## src/rtl/rect_pkg.sv

```systemverilog
// Shared constants for the rectification datapath: pixel/coordinate widths,
// fixed-point fraction format and the image-buffer read latency.
package rect_pkg;
    localparam int PIX_W   = 8;
    localparam int COORD_W = 10;
    localparam int FRAC_W  = 6;
    localparam int ONE     = 1 << FRAC_W;
    localparam int ROUND   = 1 << (2 * FRAC_W - 1);
    localparam int BUF_LAT = 2;

    typedef logic [PIX_W-1:0]   pix_t;
    typedef logic [COORD_W-1:0] coord_t;
endpackage

```

## src/rtl/bilinear_interp_lerp_1d.sv

```systemverilog
// Registered single-axis linear blend y = a*(ONE-f) + b*f, unsigned.
module lerp_1d import rect_pkg::*; #(
    parameter int A_W = PIX_W,
    parameter int F_W = FRAC_W
) (
    input  logic             clk,
    input  logic [A_W-1:0]   a,
    input  logic [A_W-1:0]   b,
    input  logic [F_W-1:0]   f,
    output logic [A_W+F_W-1:0] y
);
    localparam int Y_W = A_W + F_W;
    localparam logic [F_W:0] ONE_F = {1'b1, {F_W{1'b0}}};

    logic [F_W:0]   wa;
    logic [Y_W-1:0] sum;

    // The full blend never exceeds max(a,b)*ONE, so Y_W bits hold it exactly.
    assign wa  = ONE_F - {1'b0, f};
    assign sum = Y_W'(a) * Y_W'(wa) + Y_W'(b) * Y_W'(f);

    always_ff @(posedge clk) begin
        y <= sum;
    end
endmodule

```

## src/rtl/bilinear_interp.sv

```systemverilog
// Bilinear interpolator: issues read coordinates to the four-bank image buffer,
// absorbs its read latency and blends the returned quad into a raster pixel stream.
module bilinear_interp import rect_pkg::*; #(
    parameter int         IMG_W  = 8,
    parameter int         IMG_H  = 8,
    parameter int         OUT_W  = 8,
    parameter int         OUT_H  = 8,
    parameter int         FRAC_W = rect_pkg::FRAC_W,
    parameter logic [7:0] FILL   = 8'd0
) (
    input  logic               clk,
    input  logic               rst_n,
    input  logic               in_valid,
    input  logic [COORD_W-1:0] in_x,
    input  logic [COORD_W-1:0] in_y,
    input  logic [FRAC_W-1:0]  in_fx,
    input  logic [FRAC_W-1:0]  in_fy,
    input  logic               in_oob,
    output logic [COORD_W-1:0] rx,
    output logic [COORD_W-1:0] ry,
    input  logic [PIX_W-1:0]   lu,
    input  logic [PIX_W-1:0]   ru,
    input  logic [PIX_W-1:0]   ld,
    input  logic [PIX_W-1:0]   rd,
    output logic               out_valid,
    output logic [PIX_W-1:0]   out_pix,
    output logic [COORD_W-1:0] out_x,
    output logic [COORD_W-1:0] out_y,
    output logic               out_sof,
    output logic               out_eol,
    output logic               out_eof
);
    localparam int H_W    = PIX_W + FRAC_W;
    localparam int ACC_W  = PIX_W + 2 * FRAC_W;
    localparam int STAGES = BUF_LAT + 3;

    logic                bound_oob, last_col, last_row;
    logic [STAGES:1]     v_q, oob_q;
    logic [FRAC_W-1:0]   fx_q [1:BUF_LAT+1];
    logic [FRAC_W-1:0]   fy_q [1:BUF_LAT+2];
    logic [H_W-1:0]      top, bot;
    logic [ACC_W-1:0]    acc;
    logic [ACC_W:0]      acc_rnd;
    logic [PIX_W:0]      pix_w;
    logic [PIX_W-1:0]    pix_sat;
    logic [COORD_W-1:0]  cnt_x, cnt_y;
    logic                at_sof, at_eol, at_eof;

    assign bound_oob = (in_x >= COORD_W'(IMG_W)) || (in_y >= COORD_W'(IMG_H));
    assign last_col  = in_x == COORD_W'(IMG_W - 1);
    assign last_row  = in_y == COORD_W'(IMG_H - 1);

    // Out-of-range requests keep the last good read address on the buffer.
    always_ff @(posedge clk) begin
        if (!rst_n) begin
            rx    <= '0;
            ry    <= '0;
            v_q   <= '0;
            oob_q <= '0;
        end else begin
            v_q   <= {v_q[STAGES-1:1], in_valid};
            oob_q <= {oob_q[STAGES-1:1], in_oob | bound_oob};
            if (in_valid && !bound_oob) begin
                rx <= in_x;
                ry <= in_y;
            end
        end
    end

    // At the last column/row the buffer returns a duplicated neighbour; zero its weight.
    always_ff @(posedge clk) begin
        fx_q[1] <= last_col ? '0 : in_fx;
        fy_q[1] <= last_row ? '0 : in_fy;
        for (int i = 2; i <= BUF_LAT + 1; i++) fx_q[i] <= fx_q[i-1];
        for (int i = 2; i <= BUF_LAT + 2; i++) fy_q[i] <= fy_q[i-1];
    end

    lerp_1d #(.A_W(PIX_W), .F_W(FRAC_W)) u_top (
        .clk(clk), .a(lu), .b(ru), .f(fx_q[BUF_LAT+1]), .y(top)
    );
    lerp_1d #(.A_W(PIX_W), .F_W(FRAC_W)) u_bot (
        .clk(clk), .a(ld), .b(rd), .f(fx_q[BUF_LAT+1]), .y(bot)
    );
    lerp_1d #(.A_W(H_W), .F_W(FRAC_W)) u_vert (
        .clk(clk), .a(top), .b(bot), .f(fy_q[BUF_LAT+2]), .y(acc)
    );

    assign acc_rnd = {1'b0, acc} + (ACC_W+1)'(1 << (2 * FRAC_W - 1));
    assign pix_w   = (PIX_W+1)'(acc_rnd >> (2 * FRAC_W));
    assign pix_sat = pix_w[PIX_W] ? {PIX_W{1'b1}} : pix_w[PIX_W-1:0];

    assign at_sof = (cnt_x == '0) && (cnt_y == '0);
    assign at_eol = cnt_x == COORD_W'(OUT_W - 1);
    assign at_eof = at_eol && (cnt_y == COORD_W'(OUT_H - 1));

    always_ff @(posedge clk) begin
        if (!rst_n) begin
            out_valid <= 1'b0;
            out_pix   <= '0;
            out_x     <= '0;
            out_y     <= '0;
            out_sof   <= 1'b0;
            out_eol   <= 1'b0;
            out_eof   <= 1'b0;
            cnt_x     <= '0;
            cnt_y     <= '0;
        end else begin
            out_valid <= v_q[STAGES];
            out_sof   <= v_q[STAGES] && at_sof;
            out_eol   <= v_q[STAGES] && at_eol;
            out_eof   <= v_q[STAGES] && at_eof;
            if (v_q[STAGES]) begin
                out_pix <= oob_q[STAGES] ? FILL : pix_sat;
                out_x   <= cnt_x;
                out_y   <= cnt_y;
                cnt_x   <= at_eol ? '0 : cnt_x + COORD_W'(1);
                if (at_eof)      cnt_y <= '0;
                else if (at_eol) cnt_y <= cnt_y + COORD_W'(1);
            end
        end
    end
endmodule
```

## config.mk

```make
export PLATFORM = sky130hd
export DESIGN_NAME = bilinear_interp
export DESIGN_NICKNAME = d
export VERILOG_FILES = /design/src/rtl/rect_pkg.sv /design/src/rtl/bilinear_interp_lerp_1d.sv /design/src/rtl/bilinear_interp.sv
export SDC_FILE = /design/constraint.sdc
export NUM_CORES = 1
export LEC_CHECK = 0
export ABC_AREA = 1
export CORE_ASPECT_RATIO = 0.7
export CORE_MARGIN = 2
export CORE_UTILIZATION = 50
export DETAILED_ROUTE_END_ITERATION = 7
export PLACE_DENSITY_LB_ADDON = 0.25
export SLEW_MARGIN = 25
export SYNTH_ARGS = -nofsm -noshare
export SYNTH_HDL_FRONTEND = slang
export SYNTH_SLANG_ARGS = --single-unit
export TNS_END_PERCENT = 1
```

## constraint.sdc

```tcl
create_clock -name clk -period 7.1 [get_ports clk]
set_input_delay 1.42 -clock clk [delete_from_list [all_inputs] [get_ports clk]]
set_output_delay 1.42 -clock clk [all_outputs]
set_load 0.01 [all_outputs]
```

== Word level (Yosys, flattened, before mapping) ==
Memories as Yosys holds them, arrays and structs flattened.
Cells that the tools add are included.

* Memories kept: 2
* Output and inout bits: 52
* RAM bits: 42
* Logic and storage cells: 58
* Bits of input ports: 68
* Flip-flop bits (word level): 130

{| class="wikitable"
|+ Memories
! memory !! depth !! width !! read ports !! clocked after memory_dff !! write ports !! RTL line !! RTL
|-
| fy_q || 4 || 6 || 4 || 0 || 4 || bilinear_interp.sv:40 || <nowiki>logic [FRAC_W-1:0] fy_q [1:BUF_LAT+2];</nowiki>
|-
| fx_q || 3 || 6 || 3 || 0 || 3 || bilinear_interp.sv:39 || <nowiki>logic [FRAC_W-1:0] fx_q [1:BUF_LAT+1];</nowiki>
|}

* Add/subtract/negate cells: 8
* $mul: 6
* $lt $le $gt $ge: 2
* Mux-type cells: 7
* Equal/unequal tests: 4
* Bitwise operators: 1
* Reduce and logical (&&, ||, !) cells: 12

{| class="wikitable"
|+ Operators by type and width
! kind !! count
|-
| equality test 10 x 3 -> 1 bit (second input constant) || 4
|-
| 2-to-1 mux 10 bit || 3
|-
| adder 14 bit || 2
|-
| multiplier 8 x 6 -> 14 bit || 2
|-
| multiplier 8 x 7 -> 14 bit || 2
|-
| adder 20 x 12 -> 21 bit (second input constant) || 1
|-
| adder 10 x 1 -> 10 bit (second input constant) || 2
|-
| adder 20 bit || 1
|-
| greater-or-equal comparator 10 x 4 -> 1 bit (second input constant) || 2
|-
| zero test 10 bit || 2
|-
| multiplier 14 x 6 -> 20 bit || 1
|-
| multiplier 14 x 7 -> 20 bit || 1
|-
| 2-to-1 mux 8 bit || 2
|-
| subtractor 7 x 6 -> 7 bit (first input constant) || 2
|-
| 2-to-1 mux 6 bit || 2
|-
| logical AND 1 bit || 6
|-
| AND reduction 2 bit || 1
|-
| nonzero test 2 bit || 1
|-
| zero test 1 bit || 1
|-
| logical OR 1 bit || 1
|-
| bitwise OR 1 bit || 1
|}

== Depth between registers and ports, before layout ==
* Depth after elaboration: 4
* Gate-level depth with buffers: 30
* Mapped depth without buffers: 28

== Cells and area by module ==
Synthesis repeated with hierarchy kept, for this count alone.

* Cell total of the unflattened synthesis: 2463
* Area total of the unflattened synthesis: 18899.4 um^2

{| class="wikitable"
|+ By module, submodules not included
! module !! area an instance (um^2) !! times used !! sequential area each (um^2) !! cells an instance
|-
| lerp_1d at u_vert || 6547.5 || 1 || 400.4 || 858
|-
| bilinear_interp || 4404.2 || 1 || 2482.4 || 546
|-
| lerp_1d at u_bot || 3978.8 || 1 || 280.3 || 528
|-
| lerp_1d at u_top || 3968.8 || 1 || 280.3 || 531
|}

== Worst setup path before layout ==
Ideal clock, no wire load.

* Kind: input-to-reg
* From: input lu[4]
* To: register u_top.y[12]
* Cell stages on the path: 19
* Library setup time: 119 ps
* Data required time: 6981 ps
* Arrival: 5149 ps
* Slack: 1832 ps
* Cell sequence: nand2_1 inv_1 fa_1 inv_1 fa_1 inv_1 fa_1 inv_1 fa_1 fa_1 inv_1 ha_1 nand3_1 nand3_1 nand2_1 o211ai_1 nand2_1 nand2_1 xor2_1

* Longest elaborated chain between the ends: 2

{| class="wikitable"
|+ Ends and longest elaborated chain
! element !! RTL line !! RTL
|-
| start, declared || bilinear_interp.sv:21 || <nowiki>input logic [PIX_W-1:0] lu,</nowiki>
|-
| multiplier 8 x 7 -> 14 bit || bilinear_interp_lerp_1d.sv:20 || <nowiki>assign sum = Y_W'(a) * Y_W'(wa) + Y_W'(b) * Y_W'(f);</nowiki>
|-
| adder 14 bit || bilinear_interp_lerp_1d.sv:20 ||
|-
| named net u_top.sum[12] || bilinear_interp_lerp_1d.sv:16 || <nowiki>logic [Y_W-1:0] sum;</nowiki>
|-
| end signal, assigned || bilinear_interp_lerp_1d.sv:23 || <nowiki>y <= sum;</nowiki>
|-
| end, declared || bilinear_interp_lerp_1d.sv:10 || <nowiki>output logic [A_W+F_W-1:0] y</nowiki>
|}

The timed path passes the listed nets, and every way through them passes these cells.
A chain may end at the register's enable or synchronous reset.

==> results.ini <==
[worst_setup_path]
r2r-end=u_bot.y[11]$_DFF_P_
rrSetupSlack_ps=1260
crit_slowest_cell=dfxtp_1
start_kind=flop
critPathRequiredTime_ps=7410
r2r_start=fx_q[0][20]$_DFF_P_
slowest_delay_ps=790
endpoint_kind=flop
crit_top_cell=inv_1
crit_buf_inv=7
cp_cell_sequence=inv_1 -> nor2_1 -> nor2_1 -> buf_4 -> inv_1 -> nor2_1 -> fa_1 -> inv_1 -> fa_1 -> inv_1 -> fa_1 -> fa_1 -> inv_1 -> fa_1 -> inv_1 -> ha_1 -> a21oi_1 -> o21ai_0 -> a21oi_1 -> o21bai_1 -> xor2_1
path_max_fanout=13
crit_type=reg -> reg
crit_family=adder cells
cp.arrival_ps=6150
r2r_cells=21

[die]
die-area_sq_um=37800
ios=120
core_area_sq_um=35800
rows=58
die_h_um=163
die_width_um=231
initial_core_util_pct=50.6

[cts]
cts.sinks=161
htree_num_levels=4
cts_tree=yes
numCtsBuffers=17
cts-root-buf=clkbuf_16
path_clk_slew_ps=70
cts.repair.resized=0
cts.path.max_buffers=2
clkLatencyLatePin_ps=430
post_cts_buffers=0
ctsHoldBuffers=0

[route]
wl_mm=40.8
num_vias=14100
vias_per_cell=4.86
wl_per_cell_um=14.1
dr.pass1.iters=5
ant_nets=0
first_iter_violations=1057
drc=0

[grt]
antenna_found_initial=0
grt_usage_pct=23.3
grt_pass1_wl_mm=70.4
grt_overflow=0
grt_pass1_vias=14500
grt_max_degree=49

[hold_path]
min_path_cells=0
worstHoldEndpoint=fx_q[0][12]$_DFF_P_
min_from=fx_q[0][6]$_SDFF_PN0_
worst_hold_path_type=reg -> reg

[final_layout]
antenna_cells=0
drive_above_1_share_pct=3.76
fin_cells=2899
fillCellCount=3275
nNetsFinal=2906
syn2layout_area_growth_pct=12.4

[synthesis]
synthDistinctLibCells=50
synth-seq-area-share_pct=17.8
synth.largest_area_cell=fa_1
synth_ff_type=dfxtp_1
synthesis.nets=2808
synthesis.area_sq_um=18100
ys_seq_elements=161
synth_edf_count=0
synth_top_cell_area_share_pct=31.7
avgSynthCellArea_sq_um=7.85
synth-async-reset-ratio_pct=0
yosysWarnings=0
synthTopCellsByArea=fa_1 (32%), dfxtp_1 (18%), inv_1 (14%)
synth_cells=2308

[sta]
tns_ps=0
rsz0062_at_grt=false
worst_slew_pin_slew_ps=775
fin_crit_sh_pct=82.3
finalHoldViolations=0
fmax_ghz=0.171
hold-worst-slack_ps=324
drv_slew=0
setup_viol=0
timing.slew.headroom_pct=48.2
timing.final.crit_period_ps=5840
finalClockSkew_ps=8.38

[placed_design]
hpwl_mm=34.6
port_buffers=119
place_inst=2867
place.gp.congestion=0.894

[outcome]
outcome=finished, final reports clean

[run]
cap_violations=0

[worst max-delay path by stage]
| stage | to | start | cells after the start | slack [ps] |
|---|---|---|---|---|
| finish | u_bot.y[11]$_DFF_P_ | fx_q[0][20]$_DFF_P_ | 21 | 1260 |
| global route | u_top.y[12]$_DFF_P_ | fx_q[0][18]$_DFF_P_ | 26 | 880 |
| CTS | u_bot.y[11]$_DFF_P_ | fx_q[0][18]$_DFF_P_ | 22 | 1320 |
| detailed placement | u_bot.y[13]$_DFF_P_ | ld[5] | 20 | 960 |
| global placement | u_top.y[12]$_DFF_P_ | lu[5] | 20 | 980 |
| floorplan | u_top.y[12]$_DFF_P_ | lu[4] | 19 | 1830 |
[registers in the layout, summed over array words and instances, names as in the netlist, 8 cells and up]
register / flops
out_y: 10
fx_q: 18
cnt_x: 10
out_pix: 8
u_bot.y: 14
u_top.y: 14
u_vert.y: 9
fy_q: 24
ry: 10
rx: 10
out_x: 10
cnt_y: 10
[per-layer routing]
layer / routed length (um) / share of wire [%] / track usage, % / vias up
li1: - / - / - / 6821
met1: 19300 / 47 / 34.2 / 6774
met2: 17400 / 43 / 35.0 / 454
met3: 3640 / 8.9 / 6.02 / 28
met4: 425 / 1.0 / 3.93 / 0
met5: 0 / 0 / 0 / -
[final cells by class]
type	count	area (sq um)	share of cell area [%]
well taps	480	601	2.95
clock buffers	19	443	2.18
clock inverters	13	193	0.946
repair buffers	135	1310	6.44
multi-input cells	1392	12000	58.7
inverters	699	2640	12.9
flip-flops and latches	161	3220	15.8
[through the flow]
| stage | instance area [sq um] | util, % | worst slack (ps) |
|---|---|---|---|
| 3_3_place_gp | 19700 | 55.1 | 975 |
| 5_1_grt | 20400 | 56.9 | 884 |
| 3_5_place_dp | 19700 | 55.1 | 964 |
| 2_1_floorplan | 18100 | - | 1830 |
| 4_1_cts | 20400 | 56.9 | 1320 |
| 6_report | 20400 | 56.9 | 1260 |
[worst register-to-register path, cell delays in order (launching register included)]
cell and delay [ps]:
dfxtp_1 790, inv_1 160, nor2_1 130, nor2_1 50
buf_4 170, inv_1 440, nor2_1 130, fa_1 530
inv_1 50, fa_1 470, inv_1 50, fa_1 500
fa_1 550, inv_1 50, fa_1 470, inv_1 40
ha_1 320, a21oi_1 190, o21ai_0 160, a21oi_1 230
o21bai_1 110, xor2_1 140
[synthesized netlist by cell type (2+ instances only)]
library cell / count
nor2_2: 3
nand3_1: 47
inv_2: 4
clkinv_2: 3
o21ai_1: 4
buf_4: 3
o21bai_1: 5
o21ai_0: 36
ha_1: 145
or2_2: 3
buf_2: 6
a21oi_1: 78
nor3_1: 18
dfxtp_1: 161
xor2_1: 25
nand4_2: 3
nor4_1: 2
o21a_1: 3
buf_1: 4
nand2_1: 501
clkbuf_1: 35
inv_1: 689
buf_6: 7
nand2_4: 10
or3_1: 2
o31ai_1: 2
nand4_1: 12
xnor2_1: 17
a31oi_1: 3
nor3b_1: 3
nand2_2: 12
fa_1: 287
nand3b_1: 3
a21o_1: 4
nor2_1: 149
a211oi_1: 5
[cell families after synthesis]
group	share of synthesized area, %
flops	17.8
compound gates	4.27
xor+xnor	2.03
simple gates	18.0
buf+inv	16.2
fa+ha+maj	41.7
[layout by cell type, fill, tap and decap left out, types with 2 or more instances in the layout]
cell type / count
a21oi_1: 78
nand2_4: 10
nor2_2: 3
o21a_1: 3
o31ai_1: 2
inv_8: 4
xor2_1: 25
o21ai_0: 36
clkbuf_16: 17
inv_6: 3
ha_1: 145
nand2_1: 501
a211oi_1: 5
nor4_1: 2
nand3_1: 47
a21o_1: 4
o21bai_1: 5
dfxtp_1: 161
nand4_1: 12
nand2_2: 12
clkinv_2: 3
nand4_2: 3
or3_1: 2
inv_2: 4
buf_4: 16
clkinvlp_4: 2
nand3b_1: 3
inv_1: 689
nor3_1: 18
clkdlybuf4s50_1: 119
a31oi_1: 3
nor3b_1: 3
nor2_1: 149
fa_1: 287
or2_2: 3
xnor2_1: 17
bufinv_16: 3
o21ai_1: 4
Power is left out: the tool's default activity adds up to more than one toggle a clock period on the data nets, which glitch-free logic cannot reach.
